`src/rtl/seq_divider.sv`:
```
// Restoring divider: 2N-bit dividend / N-bit divisor -> N-bit quotient and remainder,
// one quotient bit per clock, with divide-by-zero and quotient-overflow detection.
module seq_divider #(
  parameter int parallelism = 8
) (
  input  logic                       clk,
  input  logic                       rst_n,
  input  logic                       start,
  input  logic [2*parallelism-1:0]   dividend,
  input  logic [parallelism-1:0]     divisor,
  output logic                       busy,
  output logic                       done,
  output logic [parallelism-1:0]     quotient,
  output logic [parallelism-1:0]     remainder,
  output logic                       div_by_zero,
  output logic                       overflow
);

  localparam int N  = parallelism;
  localparam int CW = $clog2(N + 1);

  typedef enum logic [1:0] {IDLE, RUN, DONE} state_t;

  state_t          state_q;
  logic [N-1:0]    rem_q;
  logic [N-1:0]    shf_q;
  logic [N-1:0]    dvs_q;
  logic [CW-1:0]   cnt_q;

  logic [N:0]      trial;
  logic            take;
  logic [N-1:0]    rem_d;
  logic [N-1:0]    shf_d;

  // The partial remainder is always below the divisor, so N bits hold it;
  // only the shifted trial value needs the extra bit.
  always_comb begin
    trial = {rem_q, shf_q[N-1]};
    take  = (trial >= {1'b0, dvs_q});
    rem_d = take ? N'(trial - {1'b0, dvs_q}) : trial[N-1:0];
    shf_d = {shf_q[N-2:0], take};
  end

  always_ff @(posedge clk or negedge rst_n) begin
    if (!rst_n) begin
      state_q     <= IDLE;
      rem_q       <= '0;
      shf_q       <= '0;
      dvs_q       <= '0;
      cnt_q       <= '0;
      busy        <= 1'b0;
      done        <= 1'b0;
      quotient    <= '0;
      remainder   <= '0;
      div_by_zero <= 1'b0;
      overflow    <= 1'b0;
    end else begin
      case (state_q)
        IDLE: begin
          if (start) begin
            dvs_q <= divisor;
            busy  <= 1'b1;
            if (divisor == '0) begin
              state_q     <= DONE;
              done        <= 1'b1;
              div_by_zero <= 1'b1;
              overflow    <= 1'b0;
              quotient    <= '1;
              remainder   <= dividend[N-1:0];
            end else if (dividend[2*N-1:N] >= divisor) begin
              state_q     <= DONE;
              done        <= 1'b1;
              div_by_zero <= 1'b0;
              overflow    <= 1'b1;
              quotient    <= '1;
              remainder   <= '0;
            end else begin
              state_q <= RUN;
              rem_q   <= dividend[2*N-1:N];
              shf_q   <= dividend[N-1:0];
              cnt_q   <= CW'(N);
            end
          end
        end
        RUN: begin
          rem_q <= rem_d;
          shf_q <= shf_d;
          cnt_q <= cnt_q - CW'(1);
          if (cnt_q == CW'(1)) begin
            state_q     <= DONE;
            done        <= 1'b1;
            quotient    <= shf_d;
            remainder   <= rem_d;
            div_by_zero <= 1'b0;
            overflow    <= 1'b0;
          end
        end
        DONE: begin
          state_q <= IDLE;
          done    <= 1'b0;
          busy    <= 1'b0;
        end
        default: state_q <= IDLE;
      endcase
    end
  end

endmodule

```
`config.mk`:
```
export PLATFORM = sky130hd
export DESIGN_NAME = seq_divider
export DESIGN_NICKNAME = d
export VERILOG_FILES = /design/src/rtl/seq_divider.sv
export SDC_FILE = /design/constraint.sdc
export NUM_CORES = 1
export LEC_CHECK = 0
export ABC_AREA = 0
export CAP_MARGIN = 20
export CORE_ASPECT_RATIO = 0.6
export CORE_UTILIZATION = 25
export DETAILED_ROUTE_END_ITERATION = 10
export PLACE_DENSITY = 0.42
export SETUP_SLACK_MARGIN = 0.02
export SYNTH_ARGS = -nofsm -noshare
export SYNTH_HDL_FRONTEND = slang
export SYNTH_SLANG_ARGS = --single-unit
```
`constraint.sdc`:
```
create_clock -name clk -period 1.9 [get_ports clk]
set_clock_uncertainty 0.05 [all_clocks]
set_input_delay 0.19 -clock clk [delete_from_list [all_inputs] [get_ports clk]]
set_output_delay 0.19 -clock clk [all_outputs]
set_load 0.005 [all_outputs]
```
==> flow_metrics.tcl <==
set metrics [dict create \
    status "finished, violations left" \
    violations "setup timing" \
    grt-ovfl-total 0 \
    ir_worst_vdd_mv 0.671 \
    critPathMaxFanout 7 \
    clkSinkCount 50 \
    synth_area_leaders "dfrtp_1, ha_1, o21ai_0" \
    die_width_um 140 \
    crit_arrival_ns 2.34 \
    grt_max_degree 23 \
    yosysSeqAreaShare_pct 43.9 \
    numCtsBuffers 5 \
    finalNonFillerCells 600 \
    ys.flop_type "dfrtp_1" \
    yosysUniqueCellTypes 49 \
    dp_hpwl_um 7180 \
    cts_max_path_buffers 2 \
    vias_per_cell 4.75 \
    whs_ns 0.129 \
    syn_inst 306 \
    slew_viol_final 0 \
    worst_pin_slew_ns 0.570 \
    drv_cap 0 \
    num_io_pins 47 \
    setup_slack_ns -0.310 \
    synth.top_cell.area_share_pct 43.9 \
    synth_edf_count 0 \
    async_reset_ff_share_pct 100 \
    cts_tree "yes" \
    clkLatencyLatePin_ns 0.30 \
    critical_path.max_stage_delay_ns 0.41 \
    cts_root_buf "clkbuf_16" \
    diodes 0 \
    holdPathStages 3 \
    critPathCaptureType "flip-flop" \
    die-area_um2 11900 \
    grt_setup_unrepaired "yes" \
    core-area_um2 10800 \
    path_clk_slew_ns 0.08 \
    hold_end "dvs_q[2]$_DFFE_PN0P_" \
    yosysWarnings 0 \
    crit_chain "inv_2 > ha_4 > buf_6 > nor2b_4 > o22ai_4 > a211o_4 > nand4_1 > o31ai_4 > buf_4 > a221o_1" \
    crit_family "compound AO/OA/AOI/OAI gates" \
    rows 29 \
    h-tree-depth 2 \
    grt_pass1_wl_um 16100 \
    worst_ep_required_time_ns 2.03 \
    syn_area_um2 2850 \
    fin_crit_sh_pct 116 \
    routedWlPerCell_um 17.0 \
    cp-start-kind "flip-flop" \
    hold_violations 0 \
    post-route-drc-count 0 \
    setup_violations 19 \
    vias 2851 \
    rr_worst_depth 10 \
    timing.slew.headroom_pct 62.0 \
    drt_iter0_drc 117 \
    synth_nets 352 \
    r2r_slack_ns -0.31 \
    dp.cells 567 \
    antenna_found_initial 0 \
    cp_slowest_cell "dfrtp_1" \
    path_buf_inv 3 \
    r2r-start "shf_q[7]$_DFFE_PN0P_" \
    wirelength_um 10200 \
    rr_endpoint "rem_q[0]$_DFFE_PN0P_" \
    first_pass_iters 4 \
    p_leak_uw 0.00223 \
    final.min_clock_period_ns 2.21 \
    max_freq_mhz 453 \
    fillers 1027 \
    drtAntennaViolNets 0 \
    nNetsFinal 506 \
    power_density_nw_per_um2 1950 \
    crit_type "flip-flop to flip-flop" \
    hold_path.class "primary input to flip-flop" \
    track_usage_pct 17.8 \
    gp_congestion 0.862 \
    initial_utilization_pct 26.4 \
    grt_pass1_vias 2890 \
    postSynthRegisterBits 50 \
    io_buffer_count 46 \
    synth_top_cell_by_area "dfrtp_1" \
    hp-start "divisor[2]" \
    synth_area_per_cell_um2 9.32 \
    area_delta_synth_final_pct 80.6 \
    dieHeight_um 84.7 \
    drive_gt1_share_pct 45.8 \
]
==> stage by stage <==
step	setup slack, ns	area (um2)	power [uW]	util (%)	TNS [ns]
global route	-0.359	5150	10700	47.6	-4.83
global placement	-0.682	4210	7010	39.0	-22.47
CTS	-0.312	4900	9240	45.3	-4.00
detailed placement	-0.744	4210	7030	39.0	-24.23
floorplan	-0.0619	2930	4480	-	-0.314
finish	-0.310	5150	10100	47.6	-3.46
==> kinds of logic (layout without fill, tap and decap cells) <==
family / count (synthesis) / after routing / synth area share [%]
multiplexers: 12 / 12 / 4.34
flip-flops: 50 / 50 / 43.9
buffers and inverters: 34 / 189 / 5.00
XOR/XNOR: 2 / 2 / 0.614
AND/OR/NAND/NOR: 99 / 99 / 16.0
adder cells (fa/ha/maj): 19 / 19 / 8.60
AO/OA/AOI/OAI: 90 / 90 / 21.6
==> Yosys cell counts, drive strengths merged, types with 6 or more instances <==
library cell / n
ha: 18
nor2: 32
a21oi: 12
nand2: 31
o21ai: 31
inv: 22
a221o: 6
mux2i: 9
dfrtp: 50
nand3: 10
a211oi: 8
o22a: 6
clkbuf: 7
==> worst max path at each step <==
stage	start	end	slack, ns	cells past startpoint
floorplan	dvs_q[1]$_DFFE_PN0P_	rem_q[4]$_DFFE_PN0P_	-0.06	8
global placement	divisor[5]	rem_q[2]$_DFFE_PN0P_	-0.68	9
detailed placement	divisor[5]	rem_q[0]$_DFFE_PN0P_	-0.74	9
CTS	shf_q[7]$_DFFE_PN0P_	rem_q[6]$_DFFE_PN0P_	-0.31	9
global route	dvs_q[1]$_DFFE_PN0P_	rem_q[0]$_DFFE_PN0P_	-0.36	9
finish	shf_q[7]$_DFFE_PN0P_	rem_q[0]$_DFFE_PN0P_	-0.31	10
==> power breakdown <==
group	switching [uW]	internal (uW)
registers	359	1570
logic	3290	3770
clock network	435	622
total	4080	5970
==> tightest hold or removal path: stages <==
cell	delay [ns]
clkbuf_2	0.10
nand2_1	0.07
o21ai_0	0.07
==> metal layers <==
layer  up-vias  routed length (um)  global-route usage, %
met1      1365                5530                   28.3
met3         9                 616                   3.76
met5         -                   0                      0
li1       1411                   -                      -
met4         0                  68                   3.10
met2        66                4010                   24.3
==> cell type report <==
class | instances | area [um2] | area share (%)
Multi-Input combinational cell | 222 | 2000 | 38.8
Timing Repair Buffer | 159 | 1470 | 28.6
Sequential cell | 50 | 1250 | 24.3
Tap cell | 139 | 174 | 3.38
Clock buffer | 5 | 125 | 2.43
Inverter | 22 | 82.6 | 1.60
Clock inverter | 3 | 45.0 | 0.874
==> placed cells by master (no fill, tap or decap), types with 5 or more instances in the layout <==
cell             instances
buf_12                   6
clkdlybuf4s50_1         29
dfrtp_1                 50
o22a_1                   6
nand2_1                 29
a211oi_4                 5
o21ai_1                 12
nand3_1                  8
buf_4                   88
o21ai_2                  5
a21oi_1                 10
ha_4                    11
nor2_1                  25
mux2i_1                  9
nand4_1                  5
clkbuf_2                 6
inv_2                    7
ha_1                     6
clkbuf_16                6
a221o_1                  6
o21ai_0                 13
inv_1                   15
buf_6                   15
==> sequential cells by signal, indices dropped and copies added, names as in the netlist <==
| register | count |
|---|---|
| done | 1 |
| state_q | 2 |
| quotient | 8 |
| remainder | 8 |
| shf_q | 8 |
| dvs_q | 8 |
| cnt_q | 4 |
| busy | 1 |
| rem_q | 8 |
| overflow | 1 |
| div_by_zero | 1 |
==> what timing repair did <==
action | in CTS | in global routing
gates cloned | 5 | 1
hold endpoints to repair | 19 | 0
endpoints found under the setup margin | 41 | 38
hold buffers | 1 | 0
buffers inserted | 12 | 14
pin swaps | 16 | 28
resized for setup | 111 | 64
Power figures use the tool's default switching activity.
